**src/rtl/bitfusion_pkg.sv**
```systemverilog
`default_nettype none
// ============================================================================
// Module      : bitfusion_pkg
// Description : Weight-bitwidth mode encodings and hold-length helper shared
//               by the BitFusion input path.
// Revision    : 1.0 - initial release
// ============================================================================
package bitfusion_pkg;

  localparam logic [1:0] BW_8B   = 2'b00;
  localparam logic [1:0] BW_4B   = 2'b01;
  localparam logic [1:0] BW_2B   = 2'b10;
  localparam logic [1:0] BW_RSVD = 2'b11;

  // Number of cycles a word is presented for the given mode; 0 means unusable.
  function automatic logic [2:0] hold_len(input logic [1:0] mode);
    case (mode)
      BW_8B:   hold_len = 3'd1;
      BW_4B:   hold_len = 3'd2;
      BW_2B:   hold_len = 3'd4;
      default: hold_len = 3'd0;
    endcase
  endfunction

endpackage : bitfusion_pkg
`default_nettype wire

```
**src/rtl/input_word_sequencer_if.sv**
```systemverilog
`default_nettype none
// ============================================================================
// Module      : input_word_sequencer_if
// Description : Upstream word handshake plus the phased buffer presentation
//               toward the input mux.
// Revision    : 1.0 - initial release
// ============================================================================
interface input_word_sequencer_if;

  logic [31:0] in_data;
  logic        in_valid;
  logic        in_ready;
  logic        out_ready;
  logic [31:0] buffer;
  logic        buffer_valid;
  logic [1:0]  phase;
  logic        last_phase;

  modport master (
    output in_data, in_valid, out_ready,
    input  in_ready, buffer, buffer_valid, phase, last_phase
  );

  modport slave (
    input  in_data, in_valid, out_ready,
    output in_ready, buffer, buffer_valid, phase, last_phase
  );

endinterface : input_word_sequencer_if
`default_nettype wire

```
**src/rtl/input_word_fifo.sv**
```systemverilog
`default_nettype none
// ============================================================================
// Module      : input_word_fifo
// Description : Synchronous FIFO with wrap-bit pointers and registered count.
// Revision    : 1.0 - initial release
// ============================================================================
module input_word_fifo #(
  parameter int DEPTH = 4,
  parameter int WIDTH = 32,
  parameter int CNT_W = $clog2(DEPTH) + 1
) (
  input  wire logic             clk,
  input  wire logic             reset,
  input  wire logic             push,
  input  wire logic             pop,
  input  wire logic [WIDTH-1:0] wdata,
  output logic      [WIDTH-1:0] rdata,
  output logic                  full,
  output logic                  empty,
  output logic      [CNT_W-1:0] count
);

  localparam int                c_addr_w  = $clog2(DEPTH);
  localparam logic [c_addr_w:0] c_ptr_one = {{c_addr_w{1'b0}}, 1'b1};
  localparam logic [CNT_W-1:0]  c_cnt_one = {{(CNT_W-1){1'b0}}, 1'b1};

  logic [WIDTH-1:0]  r_mem [DEPTH];
  logic [c_addr_w:0] r_wptr;
  logic [c_addr_w:0] r_rptr;
  logic [CNT_W-1:0]  r_count;
  logic              w_do_push;
  logic              w_do_pop;

  // Same index with differing wrap bits means the writer lapped the reader.
  assign full  = (r_wptr[c_addr_w] != r_rptr[c_addr_w]) &&
                 (r_wptr[c_addr_w-1:0] == r_rptr[c_addr_w-1:0]);
  assign empty = (r_wptr == r_rptr);
  assign rdata = r_mem[r_rptr[c_addr_w-1:0]];
  assign count = r_count;

  assign w_do_push = push && !full;
  assign w_do_pop  = pop && !empty;

  always_ff @(posedge clk) begin
    if (w_do_push) begin
      r_mem[r_wptr[c_addr_w-1:0]] <= wdata;
    end
  end

  always_ff @(posedge clk or negedge reset) begin
    if (!reset) begin
      r_wptr  <= '0;
      r_rptr  <= '0;
      r_count <= '0;
    end else begin
      if (w_do_push) begin
        r_wptr <= r_wptr + c_ptr_one;
      end
      if (w_do_pop) begin
        r_rptr <= r_rptr + c_ptr_one;
      end
      case ({w_do_push, w_do_pop})
        2'b10:   r_count <= r_count + c_cnt_one;
        2'b01:   r_count <= r_count - c_cnt_one;
        default: r_count <= r_count;
      endcase
    end
  end

endmodule : input_word_fifo
`default_nettype wire

```
**src/rtl/input_word_sequencer.sv**
```systemverilog
`default_nettype none
// ============================================================================
// Module      : input_word_sequencer
// Description : Queues activation words and presents each one for 1/2/4
//               phases according to the latched weight bitwidth.
// Revision    : 1.0 - initial release
// ============================================================================
module input_word_sequencer
  import bitfusion_pkg::*;
#(
  parameter int DEPTH = 4,
  parameter int CNT_W = $clog2(DEPTH) + 1
) (
  input  wire logic                  clk,
  input  wire logic                  reset,
  input  wire logic [1:0]            weight_bitwidth,
  input_word_sequencer_if.slave      bus,
  output logic      [CNT_W-1:0]      fifo_count
);

  logic [31:0] r_buffer;
  logic        r_buffer_valid;
  logic [1:0]  r_phase;
  logic [1:0]  r_mode;

  logic [31:0] w_fifo_rdata;
  logic        w_fifo_full;
  logic        w_fifo_empty;
  logic        w_push;
  logic [2:0]  w_hold;
  logic        w_last_phase;
  logic        w_load;

  input_word_fifo #(
    .DEPTH (DEPTH),
    .WIDTH (32),
    .CNT_W (CNT_W)
  ) u_fifo (
    .clk   (clk),
    .reset (reset),
    .push  (w_push),
    .pop   (w_load),
    .wdata (bus.in_data),
    .rdata (w_fifo_rdata),
    .full  (w_fifo_full),
    .empty (w_fifo_empty),
    .count (fifo_count)
  );

  assign w_push       = bus.in_valid && !w_fifo_full;
  assign w_hold       = hold_len(r_mode);
  assign w_last_phase = r_buffer_valid && ({1'b0, r_phase} == (w_hold - 3'd1));

  // Reserved mode blocks loading so the queue simply fills until a legal mode returns.
  assign w_load = (!r_buffer_valid || (w_last_phase && bus.out_ready)) &&
                  !w_fifo_empty && (weight_bitwidth != BW_RSVD);

  always_ff @(posedge clk or negedge reset) begin
    if (!reset) begin
      r_buffer       <= '0;
      r_buffer_valid <= 1'b0;
      r_phase        <= '0;
      r_mode         <= BW_8B;
    end else if (w_load) begin
      r_buffer       <= w_fifo_rdata;
      r_buffer_valid <= 1'b1;
      r_phase        <= '0;
      r_mode         <= weight_bitwidth;
    end else if (r_buffer_valid && bus.out_ready) begin
      if (w_last_phase) begin
        r_buffer_valid <= 1'b0;
        r_phase        <= '0;
      end else begin
        r_phase <= r_phase + 2'd1;
      end
    end
  end

  assign bus.in_ready     = !w_fifo_full;
  assign bus.buffer       = r_buffer;
  assign bus.buffer_valid = r_buffer_valid;
  assign bus.phase        = r_phase;
  assign bus.last_phase   = w_last_phase;

endmodule : input_word_sequencer
`default_nettype wire

```
**src/flat_wrapper.sv**
```systemverilog
// flat-port wrapper written by rule: the top's interface ports become plain ports
module input_word_sequencer_flat import bitfusion_pkg::*;
#(
  parameter int DEPTH = 4,
  parameter int CNT_W = $clog2(DEPTH) + 1
)
  (clk, reset, weight_bitwidth, fifo_count, bus_in_data, bus_in_valid, bus_out_ready, bus_in_ready, bus_buffer, bus_buffer_valid, bus_phase, bus_last_phase);
  input_word_sequencer_if bus_i ();
  input  wire logic clk;
  input  wire logic reset;
  input  wire logic [1:0] weight_bitwidth;
  output logic      [CNT_W-1:0] fifo_count;
  input wire logic [$bits(bus_i.in_data)-1:0] bus_in_data;
  input wire logic [$bits(bus_i.in_valid)-1:0] bus_in_valid;
  input wire logic [$bits(bus_i.out_ready)-1:0] bus_out_ready;
  output wire logic [$bits(bus_i.in_ready)-1:0] bus_in_ready;
  output wire logic [$bits(bus_i.buffer)-1:0] bus_buffer;
  output wire logic [$bits(bus_i.buffer_valid)-1:0] bus_buffer_valid;
  output wire logic [$bits(bus_i.phase)-1:0] bus_phase;
  output wire logic [$bits(bus_i.last_phase)-1:0] bus_last_phase;
  assign bus_i.in_data = bus_in_data;
  assign bus_i.in_valid = bus_in_valid;
  assign bus_i.out_ready = bus_out_ready;
  assign bus_in_ready = bus_i.in_ready;
  assign bus_buffer = bus_i.buffer;
  assign bus_buffer_valid = bus_i.buffer_valid;
  assign bus_phase = bus_i.phase;
  assign bus_last_phase = bus_i.last_phase;
  input_word_sequencer #(.DEPTH(DEPTH), .CNT_W(CNT_W)) u_core (.clk(clk), .reset(reset), .weight_bitwidth(weight_bitwidth), .bus(bus_i), .fifo_count(fifo_count));
endmodule
```
**config.mk**
```make
export PLATFORM = sky130hd
export DESIGN_NAME = input_word_sequencer_flat
export DESIGN_NICKNAME = d
export VERILOG_FILES = /design/src/rtl/bitfusion_pkg.sv /design/src/rtl/input_word_sequencer_if.sv /design/src/rtl/input_word_fifo.sv /design/src/rtl/input_word_sequencer.sv /design/src/flat_wrapper.sv
export SDC_FILE = /design/constraint.sdc
export NUM_CORES = 1
export LEC_CHECK = 0
export ABC_AREA = 1
export BUFFER_PORTS_ARGS = -buffer_cell sky130_fd_sc_hd__buf_2
export CORE_MARGIN = 2
export CORE_UTILIZATION = 50
export DETAILED_ROUTE_END_ITERATION = 10
export PLACE_DENSITY = 0.71
export SLEW_MARGIN = 40
export SYNTH_ARGS = -nofsm -noshare
export SYNTH_HDL_FRONTEND = slang
export SYNTH_SLANG_ARGS = --single-unit
```
**constraint.sdc**
```tcl
create_clock -name clk -period 6.5 [get_ports clk]
set_input_delay 1.3 -clock clk [delete_from_list [all_inputs] [get_ports clk]]
set_output_delay 1.3 -clock clk [all_outputs]
set_load 0.01 [all_outputs]
```
==> flow_summary_export.csv, run 1 <==
group,metric,value,unit
critical_path,worst-endpoint-arrival,2340,ps
critical_path,end_kind,"output port",
sta,fmax,0.275,GHz
sta,fin_ws,2860,ps
floorplanning,pin_count,78,
yosys,synth_area_leaders,"edfxtp_1, dfrtp_1, nand2_1",
final_layout,fillers,1027,
global_route,grt_max_degree,69,
yosys,syn_avg_cell_area,12.5,µm²
global_route,grt-ovfl-total,0,
clock_tree,cts.sinks,174,
global_route,grt_usage,19.9,%
critical_path,ff2ff_setup_slack,2990,ps
pwr,p_comb_share,33.0,%
pwr,p_int,2.46,mW
yosys,syn_inst,549,
hold_path,min_to,"u_core.bus.buffer[2]",
detailed_routing,route.detailed.drc,0,
detailed_routing,drt_wl_total,13.8,mm
detailed_routing,viasPerCell,5.31,
outcome,outcome,"complete, no violations",
placement,place_worst_setup_slack,3060,ps
placement,io_buffers,77,
clock_tree,cts_tree,"built",
final_layout,drive_above_1_share,23.8,%
pwr,clockPowerShare,23.2,%
sta,post-route-period-util,56.0,%
hold_path,hold_path_class,"reg2reg",
final_layout,final_nets,672,
global_route,grt_pass1_wl,21.7,mm
detailed_routing,num_vias,4329,
yosys,yosys.area.top_type,"edfxtp_1",
pwr,power_switching_share,36.7,%
final_layout,final_cell_mix,"edfxtp_1, nand2_1, buf_2",
floorplanning,coreArea,13300,µm²
floorplanning,die_h,121,µm
yosys,synth_cell_types,29,
floorplanning,rows,42,
hold_path,hold-path-cell-count,2,
sta,rsz0062_at_grt,"false",
yosys,yosysTopAreaCellShare,56.2,%
clock_tree,cts_root_buffer,"clkbuf_16",
sta,min_period,3640,ps
critical_path,cpMostUsedCell,"nand2_1",
final_layout,fin_area,8020,µm²
critical_path,slowest_delay,740,ps
critical_path,critPathSlowestCell,"dfrtp_4",
pwr,vdd_drop_max,0.224,mV
clock_tree,ctsHtreeMaxLevel,4,
global_route,antenna_found_initial,0,
pwr,leakage,3.20,nW
clock_tree,path_clk_slew,60,ps
yosys,ys_seq_area_share,73.1,%
detailed_routing,drt_pre_antenna_iters,4,
detailed_routing,first_iter_violations,392,
pwr,pwr-share-seq,43.9,%
critical_path,critPathMaxFanout,68,
final_layout,antenna_cells,0,
critical_path,r2r_end,"u_core.u_fifo.count[2]",
sta,worst_slew_pin_slew,738,ps
placement,dp_hpwl,8.35,mm
global_route,grt_pass1_vias,4251,
yosys,ys_warn_count,0,
detailed_routing,antenna_left,0,
placement,place_area,7490,µm²
floorplanning,start_util,51.4,%
clock_tree,hold_buffers,0,
yosys,synth_nets,594,
yosys,ys_ff_latch,174,
critical_path,path_class,"reg2out",
critical_path,rr_startpoint,"u_core.u_fifo.r_rptr[0]",
pwr,powerDensity,484,nW/µm²
hold_path,worstHoldStart,"u_core.bus.buffer[2]",
pwr,p_sw,1.42,mW
run,drv_cap,0,
yosys,syn-cell-area,6840,µm²
clock_tree,cts_resized,0,
sta,slew_violations,0,
clock_tree,cts.path.max_buffers,2,
critical_path,critPathLaunchType,"register",
clock_tree,cts-buffers-inserted,17,
final_layout,final_common_cell,"edfxtp_1",
sta,relSlewSlack,50.8,%
critical_path,crit_chain,"inv_4, nand2_1, nand2_1, nand4_1, buf_2",
sta,clock-skew-final,17.8,ps
floorplanning,die-area,14600,µm²
detailed_routing,wl_per_cell,16.9,µm
sta,setup_viol,0,
final_layout,area_delta_synth_final,17.4,%
clock_tree,cts_setup_buffers,0,
sta,final-hold-violation-count,0,
floorplanning,fp.dieW,121,µm
critical_path,worstPathRequired,5200,ps
sta,tns,0,ps
placement,finalWeightedCongestion,0.736,
clock_tree,clkLatencyLatePin,430,ps
critical_path,ff2ff_path_depth,14,
[how the worst max path moves through the flow]
| stage | start | end | slack (ps) | depth (start not counted) |
|---|---|---|---|---|
| floorplan | bus_in_valid | u_core.u_fifo.r_mem[3][0] | 3270 | 2 |
| global placement | u_core.u_fifo.r_rptr[0] | u_core.u_fifo.count[2] | 2550 | 14 |
| detailed placement | u_core.u_fifo.r_rptr[0] | u_core.u_fifo.count[2] | 3060 | 14 |
| CTS | u_core.u_fifo.r_rptr[0] | bus_in_ready | 2870 | 5 |
| global route | u_core.u_fifo.r_rptr[0] | bus_in_ready | 2660 | 5 |
| finish | u_core.u_fifo.r_rptr[0] | bus_in_ready | 2860 | 5 |
[logic make-up after synthesis]
| logic type | after synthesis | share of synthesized area [%] |
|---|---|---|
| AOI/OAI and AO/OA | 102 | 8.05 |
| xor gates and xnor gates | 5 | 0.641 |
| adders and majority gates | 7 | 1.39 |
| buffers and inverters | 46 | 3.59 |
| DFF | 174 | 73.1 |
| and+or+nand+nor | 215 | 13.3 |
[sequential cells by signal (all words and copies together), names as in the netlist]
register / cells
u_core.bus.buffer_valid: 1
u_core.r_mode: 2
u_core.u_fifo.count: 3
u_core.bus.phase: 2
u_core.bus.buffer: 32
u_core.u_fifo.r_wptr: 3
u_core.u_fifo.r_mem: 128
u_core.u_fifo.r_rptr: 3
[power groups by stage]
stage / sequential, mW / clock [mW] / combinational (mW)
floorplan: 1.71 / 0 / 0.864
global placement: 1.71 / 0 / 1.17
detailed placement: 1.72 / 0 / 1.28
CTS: 1.70 / 0.910 / 1.30
global route: 1.73 / 0.961 / 1.44
finish: 1.70 / 0.898 / 1.28
[stage by stage]
step | utilization, % | std cells | hold WS [ps] | power (mW)
6_report | 60.3 | 816 | 475 | 3.88
3_5_place_dp | 56.4 | 784 | 463 | 3.00
5_1_grt | 60.3 | 816 | 494 | 4.14
4_1_cts | 60.3 | 816 | 481 | 3.91
2_1_floorplan | - | 549 | 449 | 2.57
3_3_place_gp | 55.0 | 776 | 460 | 2.87
[critical path: cells and delay by family (launching register included)]
family	cells	cell delay [ps]
AND/OR/NAND/NOR	3	370
buffers and inverters	2	770
flip-flops	1	740
[area by class of cell]
type                    instances  area (µm²)  share of cell area, %
well taps                     176         220                   2.75
flip-flops and latches        174        5000                   62.3
repair buffers                 86         566                   7.05
clock buffers                  18         429                   5.35
multi-input cells             329        1630                   20.3
clock inverters                14        98.8                   1.23
inverters                      19        83.8                   1.05
[Yosys cell counts, drive strengths merged]
master and number:
nor2 71, xnor2 3, nand3b 1, nand4 1, ha 6, dfrtp 46
o22ai 32, buf 15, a21oi 2, xor2 2, nand3 7, fa 1
nand2 135, edfxtp 128, clkbuf 12, o21ai 68, inv 19
[per-layer routing]
layer / GRT usage, % / up-vias / wire length [µm]
li1: - / 2057 / -
met1: 25.2 / 2141 / 5760
met2: 33.4 / 125 / 7130
met3: 4.61 / 6 / 828
met4: 7.85 / 0 / 90
met5: 0 / - / 0
Note: power is estimated with default switching activity, not from simulation.
==> run 2: changes to the inputs <==
Clock period 6.5 ns to 3.7 ns, I/O delays scaled along.
==> run 2 against run 1 <==
Via count up 0.53%. Count of clock-buffer cells in the layout unchanged. Global-route usage rose by 0.18 points. Final cell count up 0.25%. Sequential share of layout area barely moved. Register-to-register slack worse by 1900 ps. Die area did not move. Sequential cell count unchanged. Highest routed layer unchanged.
==> flow_summary_export.csv, run 2 (synthesis gave the netlist of run 1 again) <==
group,metric,value,unit
outcome,outcome,"complete, no violations",
sta,worst_slew_pin_slew,668,ps
placement,io_buffers,77,
run,drv_cap,0,
detailed_routing,num_vias,4352,
pwr,powerDensity,877,nW/µm²
placement,finalWeightedCongestion,0.786,
sta,relSlewSlack,55.5,%
clock_tree,cts_resized,0,
critical_path,path_class,"reg2reg",
detailed_routing,first_iter_violations,333,
final_layout,final_common_cell,"edfxtp_1",
hold_path,hold_path_class,"in2async",
floorplanning,rows,42,
pwr,p_comb_share,32.5,%
clock_tree,cts_root_buffer,"clkbuf_16",
critical_path,slowest_delay,430,ps
floorplanning,die_h,121,µm
critical_path,crit_chain,"nand2_1, nand2_1, nor2_2, nand3_1, nand2_2, nand2_8, inv_8, ha_1, inv_1, fa_1, a21oi_1, o21ai_0, xnor2_1",
final_layout,final_nets,673,
sta,final-hold-violation-count,0,
critical_path,critPathSlowestCell,"dfrtp_1",
clock_tree,clkLatencyLatePin,420,ps
detailed_routing,antenna_left,0,
critical_path,critPathMaxFanout,41,
final_layout,fin_cells,818,
pwr,pwr-share-seq,40.9,%
global_route,grt_max_degree,67,
final_layout,drive_above_1_share,23.6,%
critical_path,worst-endpoint-arrival,2920,ps
floorplanning,coreArea,13300,µm²
sta,tns,0,ps
floorplanning,die-area,14600,µm²
global_route,grt_usage,20.1,%
sta,slew_violations,0,
placement,dp_cells,784,
clock_tree,path_clk_slew,60,ps
clock_tree,cts-buffers-inserted,17,
global_route,grt_pass1_vias,4342,
pwr,p_sw,2.45,mW
sta,clock-skew-final,8.67,ps
pwr,finalPower,7.04,mW
critical_path,end_kind,"register",
final_layout,final_cell_mix,"edfxtp_1, nand2_1, buf_2",
sta,post-route-period-util,70.7,%
detailed_routing,route.detailed.drc,0,
clock_tree,ctsHtreeMaxLevel,4,
final_layout,largest_reg_flops,128,
critical_path,critPathLaunchType,"register",
floorplanning,pin_count,78,
critical_path,cpMostUsedCell,"nand2_1",
global_route,grt_pass1_wl,22.1,mm
pwr,vdd_drop_max,0.380,mV
placement,dp_hpwl,7.87,mm
pwr,clockPowerShare,26.6,%
final_layout,area_delta_synth_final,17.4,%
sta,holdWs,341,ps
floorplanning,start_util,51.4,%
detailed_routing,wl_per_cell,16.9,µm
sta,setup_viol,0,
detailed_routing,drt_wl_total,13.8,mm
detailed_routing,drt_pre_antenna_iters,5,
clock_tree,cts_setup_buffers,0,
clock_tree,cts_tree,"built",
sta,fmax,0.382,GHz
floorplanning,fp.dieW,121,µm
clock_tree,cts.path.max_buffers,2,
pwr,p_int,4.59,mW
clock_tree,hold_buffers,0,
global_route,grt-ovfl-total,0,
detailed_routing,viasPerCell,5.32,
clock_tree,cts.sinks,174,
sta,rsz0062_at_grt,"false",
pwr,leakage,3.24,nW
global_route,antenna_found_initial,1,
pwr,power_switching_share,34.7,%
critical_path,worstPathRequired,4000,ps
sta,min_period,2620,ps
[run 2: cell count changes in the layout (fill, tap and decap cells not counted), moves of 3 or more]
cell | before | now
clkinvlp_4 | 6 | 1
clkinv_4 | 4 | 1
bufinv_16 | 0 | 5
buf_4 | 2 | 10
buf_16 | 4 | 0
buf_8 | 4 | 1
[run 2: area by class of cell]
class                   instances  area, µm²
inverters                      19       81.3
diodes                          1       2.50
fillers                      1051       5270
well taps                     176        220
clock buffers                  18        429
flip-flops and latches        174       5000
repair buffers                 87        470
multi-input cells             329       1630
clock inverters                14        198
[run 2: per-stage QoR]
step           util (%)  instance area (µm²)  worst slack [ps]
2_1_floorplan         -                 6840               964
3_3_place_gp       55.5                 7380               932
3_5_place_dp       55.5                 7380               881
4_1_cts            60.2                 8010              1050
5_1_grt            60.3                 8020               838
6_report           60.3                 8020              1080
[run 2: path summary, 6_finish.rpt]
kind	startpoint	endpoint	slack, ps	cells past startpoint
worst min register to register	u_core.u_fifo.count[2]	u_core.u_fifo.count[2]	470	1
worst max register to register	u_core.bus.phase[1]	u_core.u_fifo.count[2]	1080	13
max in group asynchronous	reset	u_core.u_fifo.r_rptr[0]	2920	1
worst max-delay path	u_core.bus.phase[1]	u_core.u_fifo.count[2]	1080	13
worst min-delay path	reset	u_core.bus.buffer[6]	340	1
min in group clk	u_core.u_fifo.count[2]	u_core.u_fifo.count[2]	470	1
[run 2: per-layer routing]
| layer | vias to the layer above | global-route usage, % | routed length, µm | share of wire [%] |
|---|---|---|---|---|
| li1 | 2059 | - | - | - |
| met1 | 2139 | 25.6 | 5770 | 42 |
| met2 | 140 | 33.0 | 7100 | 51 |
| met3 | 14 | 4.61 | 792 | 5.7 |
| met4 | 0 | 9.01 | 184 | 1.3 |
| met5 | - | 0 | 0 | 0 |
[run 2: power by group through the flow]
stage / clock network (mW) / registers [mW] / logic (mW)
detailed placement: 0 / 2.92 / 2.29
CTS: 1.90 / 2.88 / 2.32
global placement: 0 / 2.89 / 2.21
finish: 1.87 / 2.88 / 2.29
global route: 1.98 / 2.93 / 2.59
floorplan: 0 / 3.00 / 1.52
[run 2: worst max-delay path, delay by kind of cell (launching register included)]
kind | cells | cell delay [ps]
AOI/OAI and AO/OA | 2 | 260
buffers and inverters | 2 | 380
adders and majority gates | 2 | 600
xor gates and xnor gates | 1 | 140
and+or+nand+nor | 6 | 680
DFF | 1 | 430
